## src/rtl/ps2_pkg.sv

```systemverilog
// Shared PS/2 key event definitions.
// Prefix bytes, event layout and parser states.
package ps2_pkg;

  localparam logic [7:0] PS2_EXT   = 8'hE0;
  localparam logic [7:0] PS2_BRK   = 8'hF0;
  localparam logic [7:0] PS2_PAUSE = 8'hE1;

  localparam int EVT_W       = 10;
  localparam int EVT_CODE_LO = 0;
  localparam int EVT_BRK_BIT = 8;
  localparam int EVT_EXT_BIT = 9;

  typedef enum logic [2:0] {
    ST_IDLE,
    ST_EXT,
    ST_BRK,
    ST_EXT_BRK,
    ST_SKIP
  } ps2_state_e;

  // Keyboard status/ack bytes that never start a key event.
  function automatic logic is_discard(input logic [7:0] b);
    return (b == 8'h00) || (b == 8'hFF) || (b == 8'hFA) ||
           (b == 8'hFE) || (b == 8'hEE) || (b == 8'hAA);
  endfunction

endpackage

```

## src/rtl/sync_fifo.sv

```systemverilog
// Show-ahead synchronous FIFO.
// Head word visible the cycle after push; 0 when empty.
module sync_fifo #(
  parameter int WIDTH = 10,
  parameter int DEPTH = 16
) (
  input  logic                       clock,
  input  logic                       reset,
  input  logic                       push,
  input  logic                       pop,
  input  logic [WIDTH-1:0]           wdata,
  output logic [WIDTH-1:0]           rdata,
  output logic                       valid,
  output logic [$clog2(DEPTH+1)-1:0] count,
  output logic                       full,
  output logic                       dropped
);

  localparam int AW = $clog2(DEPTH);
  localparam int CW = $clog2(DEPTH+1);

  logic [WIDTH-1:0] mem_q [DEPTH];
  logic [AW-1:0]    wr_ptr_q, wr_ptr_d;
  logic [AW-1:0]    rd_ptr_q, rd_ptr_d;
  logic [CW-1:0]    count_q, count_d;
  logic             do_push, do_pop;

  assign valid   = (count_q != '0);
  assign full    = (count_q == CW'(DEPTH));
  assign count   = count_q;
  assign rdata   = valid ? mem_q[rd_ptr_q] : '0;
  assign do_pop  = pop && valid;
  assign do_push = push && (!full || do_pop);
  assign dropped = push && !do_push;

  // Pointer and occupancy update; pointers wrap at DEPTH.
  always_comb begin
    wr_ptr_d = wr_ptr_q;
    rd_ptr_d = rd_ptr_q;
    count_d  = count_q;
    if (do_push) wr_ptr_d = wr_ptr_q + AW'(1);
    if (do_pop)  rd_ptr_d = rd_ptr_q + AW'(1);
    unique case ({do_push, do_pop})
      2'b10:   count_d = count_q + CW'(1);
      2'b01:   count_d = count_q - CW'(1);
      default: count_d = count_q;
    endcase
  end

  // Pointer/count registers.
  always_ff @(posedge clock) begin
    if (reset) begin
      wr_ptr_q <= '0;
      rd_ptr_q <= '0;
      count_q  <= '0;
    end else begin
      wr_ptr_q <= wr_ptr_d;
      rd_ptr_q <= rd_ptr_d;
      count_q  <= count_d;
    end
  end

  // Storage array; contents are don't-care until written.
  always_ff @(posedge clock) begin
    if (do_push) mem_q[wr_ptr_q] <= wdata;
  end

endmodule

```

## src/rtl/ps2_key_event_queue.sv

```systemverilog
// PS/2 set-2 byte parser, typematic filter
// and key event queue.
module ps2_key_event_queue
  import ps2_pkg::*;
#(
  parameter int DEPTH         = 16,
  parameter int FILTER_REPEAT = 1,
  parameter int MAKE_ONLY     = 0,
  parameter int PAUSE_SKIP    = 7
) (
  input  logic                       clock,
  input  logic                       reset,
  input  logic                       ps2_key_pressed,
  input  logic [7:0]                 ps2_out,
  input  logic                       rd_en,
  input  logic                       clear,
  output logic                       evt_valid,
  output logic [EVT_W-1:0]           evt_data,
  output logic [$clog2(DEPTH+1)-1:0] evt_count,
  output logic                       full,
  output logic                       overflow
);

  localparam int SW = (PAUSE_SKIP < 2) ? 1 : $clog2(PAUSE_SKIP+1);

  ps2_state_e     state_q, state_d;
  logic [SW-1:0]  skip_q, skip_d;
  logic [511:0]   held_q, held_d;
  logic           overflow_q, overflow_d;
  logic           emit, e_ext, e_brk;
  logic           push;
  logic           dropped;
  logic           reset_all;
  logic [8:0]     idx;
  logic [EVT_W-1:0] wdata;

  assign reset_all = reset || clear;
  assign idx       = {e_ext, ps2_out};
  assign overflow  = overflow_q;

  always_comb begin
    wdata = '0;
    wdata[EVT_EXT_BIT] = e_ext;
    wdata[EVT_BRK_BIT] = e_brk;
    wdata[EVT_CODE_LO +: 8] = ps2_out;
  end

  // Parser: advance on each strobed byte, flag emitted events.
  always_comb begin
    state_d = state_q;
    skip_d  = skip_q;
    emit    = 1'b0;
    e_ext   = 1'b0;
    e_brk   = 1'b0;
    if (ps2_key_pressed) begin
      unique case (state_q)
        ST_IDLE: begin
          if (ps2_out == PS2_EXT) begin
            state_d = ST_EXT;
          end else if (ps2_out == PS2_BRK) begin
            state_d = ST_BRK;
          end else if (ps2_out == PS2_PAUSE) begin
            state_d = ST_SKIP;
            skip_d  = SW'(PAUSE_SKIP);
          end else if (!is_discard(ps2_out)) begin
            emit = 1'b1;
          end
        end
        ST_EXT: begin
          if (ps2_out == PS2_BRK) begin
            state_d = ST_EXT_BRK;
          end else if (ps2_out != PS2_EXT) begin
            emit    = 1'b1;
            e_ext   = 1'b1;
            state_d = ST_IDLE;
          end
        end
        ST_BRK: begin
          emit    = 1'b1;
          e_brk   = 1'b1;
          state_d = ST_IDLE;
        end
        ST_EXT_BRK: begin
          emit    = 1'b1;
          e_ext   = 1'b1;
          e_brk   = 1'b1;
          state_d = ST_IDLE;
        end
        ST_SKIP: begin
          if (skip_q <= SW'(1)) begin
            skip_d  = '0;
            state_d = ST_IDLE;
          end else begin
            skip_d = skip_q - SW'(1);
          end
        end
        default: state_d = ST_IDLE;
      endcase
    end
  end

  // Held-key map and repeat filter; decides what reaches the queue.
  always_comb begin
    held_d = held_q;
    push   = 1'b0;
    if (emit) begin
      if (!e_brk) begin
        if (!((FILTER_REPEAT != 0) && held_q[idx])) begin
          held_d[idx] = 1'b1;
          push        = 1'b1;
        end
      end else begin
        held_d[idx] = 1'b0;
        push        = (MAKE_ONLY == 0);
      end
    end
    overflow_d = overflow_q || dropped;
  end

  // Parser, held map and sticky overflow registers.
  always_ff @(posedge clock) begin
    if (reset_all) begin
      state_q    <= ST_IDLE;
      skip_q     <= '0;
      held_q     <= '0;
      overflow_q <= 1'b0;
    end else begin
      state_q    <= state_d;
      skip_q     <= skip_d;
      held_q     <= held_d;
      overflow_q <= overflow_d;
    end
  end

  sync_fifo #(
    .WIDTH (EVT_W),
    .DEPTH (DEPTH)
  ) u_fifo (
    .clock   (clock),
    .reset   (reset_all),
    .push    (push),
    .pop     (rd_en),
    .wdata   (wdata),
    .rdata   (evt_data),
    .valid   (evt_valid),
    .count   (evt_count),
    .full    (full),
    .dropped (dropped)
  );

endmodule

```

## config.mk

```make
export PLATFORM = sky130hd
export DESIGN_NAME = ps2_key_event_queue
export DESIGN_NICKNAME = d
export VERILOG_FILES = /design/src/rtl/ps2_pkg.sv /design/src/rtl/sync_fifo.sv /design/src/rtl/ps2_key_event_queue.sv
export SDC_FILE = /design/constraint.sdc
export NUM_CORES = 1
export LEC_CHECK = 0
export CAP_MARGIN = 15
export CORE_ASPECT_RATIO = 0.75
export CORE_MARGIN = 5
export CORE_UTILIZATION = 50
export CTS_CLUSTER_SIZE = 8
export DETAILED_ROUTE_END_ITERATION = 16
export PLACE_DENSITY = 0.68
export SLEW_MARGIN = 20
export SYNTH_ARGS = -nofsm -noshare
export SYNTH_HDL_FRONTEND = slang
export SYNTH_SLANG_ARGS = --single-unit
```

## constraint.sdc

```tcl
create_clock -name clock -period 5.6 [get_ports clock]
set_clock_uncertainty 0.15 [all_clocks]
set_input_delay 1.68 -clock clock [delete_from_list [all_inputs] [get_ports clock]]
set_output_delay 1.68 -clock clock [all_outputs]
set_load 0.01 [all_outputs]
```

# Word-level counts from Yosys, hierarchy flattened
# Memories as Yosys holds them, arrays and structs flattened. A register that Yosys moved wholly into a read port is not among the register bits.
# Index checks and enable logic that the tools add are counted.
[totals] mem_count=1 latch_bits=0 input_bits=13 wordCells=104 regBits=532 ram_bits=160 output_inout_bits=18 romBits=0
[op_classes] n_eq_ne=23 div_mod_pow=0 multipliers=0 mux=39 n_lt_le_gt_ge=3 reduce_logical=23 n_bitwise=3 n_shift=0 n_addsub=5
[memory_table] name="u_fifo.mem_q" words=16 word_bits=10 rd=1 rd_clocked_by_memory_dff=1 wr=1 line_no="sync_fifo.sv:22" text="logic [WIDTH-1:0] mem_q [DEPTH];"
[op_table] operator="$mux W512" n=2
[op_table] operator="$and A512 B512 Y512" n=1
[op_table] operator="$not A512 Y512" n=1
[op_table] operator="$or A512 B512 Y512" n=1
[op_table] operator="$eq A8 B8 Y1 const B" n=8
[op_table] operator="$mux W3" n=10
[op_table] operator="$mux W1" n=17
[op_table] operator="$lt A9 B10 Y1 const B" n=1
[op_table] operator="$mux W10" n=1
[op_table] operator="$ne A2 B2 Y1 const B" n=5
[op_table] operator="$pmux W5 S2" n=1
[op_table] operator="$bmux W1 S9" n=1
[op_table] operator="$demux W1 S9" n=1
[op_table] operator="$ge A9 B1 Y1 const B" n=1
[op_table] operator="$pmux W3 S3" n=1
[op_table] operator="$add A4 B1 Y4 const B" n=2
[op_table] operator="$logic_not A8 Y1" n=1
[op_table] operator="$logic_or A1 B1 Y1" n=8
[op_table] operator="$mux W4" n=2
[op_table] operator="$ne A8 B8 Y1 const B" n=1
[op_table] operator="$eq A3 B2 Y1 const B" n=2
[op_table] operator="$pmux W3 S2" n=1
[op_table] operator="$add A5 B1 Y5 const B" n=1
[op_table] operator="$eq A5 B5 Y1 const B" n=1
[op_table] operator="20 further kinds" n=25

# Longest topological paths before layout
[logic_depth] depth_word=17 depth_mapped=23 depth_no_buf=16

# Hierarchy
# Synthesis repeated with hierarchy kept, for this count alone.
[unflattened] hier_cells=3342 hier_area_um2=33210.6
[by_module_without_submodules] module="ps2_key_event_queue" seq_area_each_um2=10390.0 cells_per_inst=2957 area_each_um2=26032.5 instances=1
[by_module_without_submodules] module="sync_fifo" seq_area_each_um2=5144.9 cells_per_inst=385 area_each_um2=7178.1 instances=1

# Worst setup path after synthesis
# OpenSTA, ideal clock, no wires.
[synth_timing] kind="input to register" from="input ps2_out[0]" to="register u_fifo.count_q[4] (netlist: u_fifo.count[4])" arrival_ns=5.363 setup_time_ns=0.072 stages=17 setup_slack_ns=0.016 path_buffers=5 t_required_ns=5.378 cell_sequence="buf_4 buf_6 buf_2 mux4_2 mux4_2 nand3_1 o2111ai_1 o2bb2ai_2 buf_4 buf_2 nor2_1 ha_1 nor2b_1 o21a_1 o21a_1 mux2i_1 mux2i_1"
[synth_between] elab_chain_cells=16 word_cells_on_any_way=35 cone_classes="11 x eq/ne; 16 x mux; 8 x reduce/logical"
[synth_rtl] element="from (decl)" line_no="ps2_key_event_queue.sv:14" text="input logic [7:0] ps2_out,"
[synth_rtl] element="branches (longest 12 deep; another with $bmux W1 S9)"
[synth_rtl] element="$mux W1 (*)" line_no="ps2_key_event_queue.sv:106" text="if (emit) begin"
[synth_rtl] element="$logic_and A1 B1 Y1 (*)" line_no="sync_fifo.sv:33" text="assign do_push = push && (!full || do_pop);"
[synth_rtl] element="$eq A2 B1 Y1 / $eq A2 B2 Y1 (equally long branches)" line_no="sync_fifo.sv:43" text="unique case ({do_push, do_pop})"
[synth_rtl] element="$pmux W5 S2 / $reduce_bool A2 Y1 (equally long branches)"
[synth_rtl] element="to (signal assigned)" line_no="sync_fifo.sv:59" text="count_q <= count_d;"
[synth_rtl] element="to (decl)" line_no="sync_fifo.sv:25" text="logic [CW-1:0] count_q, count_d;"
# Every way passes the cells marked *. The select of a mux whose other input is x is not followed.
# A chain may end at the register's enable or synchronous reset.

==> results.sh <==
export IMPL_slew_viol_final=0
export IMPL_drtIter0Drc=3554
export IMPL_hpwl_um=67380
export IMPL_cts_root_to_sink_buffers=3
export IMPL_nets=3120
export IMPL_vias_per_cell=6.912
export IMPL_cts_htree_levels=3
export IMPL_crit_path_cell_trace="buf_12 -> mux4_2 -> mux4_2 -> and2_1 -> clkdlybuf4s50_1"
export IMPL_tritoncts="done"
export IMPL_syn_avg_cell_area_um2=10.62
export IMPL_drv_cap=0
export IMPL_firstDrtPassIters=7
export IMPL_synth_compound_area_share_pct=16.67
export IMPL_relSlewSlack_pct=24.36
export IMPL_cts_sinks=696
export IMPL_dr_total_vias=27640
export IMPL_fp_dieH_um=231.4
export IMPL_cts_resized=0
export IMPL_synthAdderAreaFrac_pct=0.4441
export IMPL_finalSetupViolCount=0
export IMPL_power_per_cell_area_nw_per_um2=301.9
export IMPL_fin_crit_sh_pct=92.75
export IMPL_synth_flop_cell="dfxtp_1"
export IMPL_ir_drop_uv=234.2
export IMPL_min_period_ns=5.194
export IMPL_antenna_cells=0
export IMPL_final_hold_violation_count=0
export IMPL_ys_async_sr_fraction_pct=0
export IMPL_crit_type="reg2out"
export IMPL_fin_area_um2=37850
export IMPL_gp_congestion=0.9401
export IMPL_hold_path_class="reg2reg"
export IMPL_ctsHoldBuffers=0
export IMPL_ys_types=55
export IMPL_power_leakage_nw=13.50
export IMPL_synthToLayoutAreaGrowth_pct=15.80
export IMPL_cp_slowest_cell="dfxtp_2"
export IMPL_grt_pass1_wl_um=164800
export IMPL_cts_clk_slew_worst_paths_ns=0.05
export IMPL_grt_usage_pct=29.57
export IMPL_timing_final_ws_setup_ns=0.4058
export IMPL_antenna_left=0
export IMPL_grt_start_max_net_pins=195
export IMPL_slowest_delay_ns=0.67
export IMPL_worst_ep_arrival_time_ns=3.36
export IMPL_rsz0062_at_grt="no"
export IMPL_synth_top_family_by_area="multiplexers"
export IMPL_max_freq_mhz=192.5
export IMPL_drc=0
export IMPL_routed_wl_um=108100
export IMPL_tns_ns=0
export IMPL_fp_row_count=81
export IMPL_wire_per_inst_um=27.04
export IMPL_overflow=0
export IMPL_worst_slew_pin_slew_ns=1.130
export IMPL_synth_nets=3102
export IMPL_clk_latency_ns=0.67
export IMPL_die_w_um=305.2
export IMPL_status="finished, final reports clean"
export IMPL_core_area_um2=64960
export IMPL_cts_inserted_buffers=97
export IMPL_yosys_area_share_simple_pct=10.86
export IMPL_muxShareOfSynthArea_pct=19.47
export IMPL_grt_pass1_vias=26930
export IMPL_dieArea_um2=70630
export IMPL_postSynthCellCount=3078
export IMPL_antenna_found_initial=0
export IMPL_ys_warn_count=0
export IMPL_worstPathRequired_ns=3.77
export IMPL_initial_utilization_pct=50.31
export IMPL_place_area_um2=35130
export IMPL_port_buffers=30
export IMPL_cts_setup_buffers=0
export IMPL_yosysSeqAreaShare_pct=47.53
export IMPL_synth_xor_area_share_pct=0.1072
export IMPL_endpoint_kind="output port"
export IMPL_synth_seq_cells=696
export IMPL_final_core_util_pct=58.26
export IMPL_io_pins=31
export IMPL_cp_start_kind="flop"
export IMPL_synth_edff_count=160
export IMPL_cp_common_cell="mux4_2"
export IMPL_worst_path_max_fanout=16
export IMPL_dpl_worst_slack_ns=-0.06468
export IMPL_cts_root_buf="clkbuf_16"
export IMPL_drive_gt1_share_pct=16.94
export IMPL_synth_area_um2=32680
-- critical path: cells and delay by family (launching register included) --
family	cells	cell delay (ns)
buf+inv	2	0.74
flops	1	0.67
simple gates	1	0.19
mux	2	1.10
-- cell families (layout without fill, tap and decap cells) --
family | after synthesis | in the layout
simple gates | 799 | 799
compound gates | 720 | 720
flops | 696 | 696
mux | 475 | 475
buf+inv | 373 | 423
fa+ha+maj | 11 | 11
xor+xnor | 4 | 4
-- path summary, 6_finish.rpt --
kind | slack [ns] | cells past startpoint | endpoint | start
min reg2reg | 0.28 | 2 | flop | flop
min | 0.28 | 2 | flop | flop
max | 0.41 | 5 | evt_data[3] | flop
max reg2reg | 1.68 | 12 | flop | flop
-- stage by stage --
stage	std cells	hold slack [ns]	power, mW
3_3_place_gp	3868	0.2674	6.120
4_1_cts	3999	0.2865	11.45
6_report	3999	0.2843	11.42
5_1_grt	3999	0.3074	11.74
3_5_place_dp	3868	0.2780	6.137
2_1_floorplan	3078	0.2588	5.769
-- layer usage --
metal / share of wire (%) / GRT usage [%] / up-vias
li1: - / - / 11910
met1: 41 / 41.59 / 13680
met2: 43 / 43.68 / 1720
met3: 12 / 9.044 / 328
met4: 3.6 / 10.32 / 0
met5: 0 / 0 / -
-- cells in the final DEF (no fill, tap or decap), types with 6 or more instances in the layout --
cell type        Yosys  final
o21ai_0             12     12
a22oi_1             48     48
a311oi_1            77     77
mux2i_1            341    341
nor2_2               0      6
and3_1              21     21
nand2_1            297    296
a211oi_1           217    217
a41oi_1            139    139
nand3_1            232    232
buf_12               0     48
buf_4               21    200
nand2b_1             9      9
edfxtp_1           160    160
and2_1              20     19
dfxtp_1            536    534
clkbuf_16            0     97
nor2b_1             11      6
clkbuf_1           249     26
a31oi_1            155    155
nor2_1             148    138
o2111ai_1            7      7
nor3_2               0     12
ha_1                10     10
a21oi_1             28     28
mux2_2               6      6
inv_1               13     13
mux4_2             128    128
a22o_1               6      6
nor3_1              41     29
clkdlybuf4s50_1      0     26
-- synth_stat cells (4+ instances only) --
cell | instances | area [um2]
nand2b_1 | 9 | 56.30
dfxtp_1 | 536 | 10730
o2111ai_1 | 7 | 61.31
a22oi_1 | 48 | 360.4
clkbuf_1 | 249 | 934.7
nand3_1 | 232 | 1161
mux4_2 | 128 | 2883
nor2b_1 | 11 | 68.82
o311a_1 | 4 | 40.04
mux2i_1 | 341 | 3413
a311oi_1 | 77 | 674.4
a41oi_1 | 139 | 1217
buf_4 | 21 | 157.7
a22o_1 | 6 | 52.55
buf_6 | 6 | 67.56
inv_1 | 13 | 48.80
a2111oi_0 | 4 | 35.03
nand2_1 | 297 | 1115
a211oi_1 | 217 | 1629
a31oi_1 | 155 | 969.7
nor2_1 | 148 | 555.5
buf_2 | 65 | 325.3
and2_1 | 20 | 125.1
ha_1 | 10 | 125.1
nor3_1 | 41 | 205.2
o21ai_0 | 12 | 60.06
o211ai_1 | 5 | 37.54
mux2_2 | 6 | 67.56
buf_1 | 16 | 60.06
a21oi_1 | 28 | 140.1
edfxtp_1 | 160 | 4805
and3_1 | 21 | 131.4
nand4_1 | 5 | 31.28
nor4_1 | 5 | 31.28
-- final cells by class --
| class | count | area (um2) |
|---|---|---|
| fill | 5224 | 27120 |
| clock inverter | 8 | 185.2 |
| sequential | 696 | 15540 |
| multi-input combinational | 2009 | 15700 |
| inverter | 15 | 56.30 |
| timing repair buffer | 277 | 2748 |
| clock buffer | 123 | 2525 |
| tap | 871 | 1090 |
-- report_power, final --
group	leakage [nW]	internal, mW	switching [mW]
logic	6.43	0.271	0.644
clock network	1.30	3.14	2.21
registers	5.76	5.15	0.00749
Power figures use the tool's default switching activity.
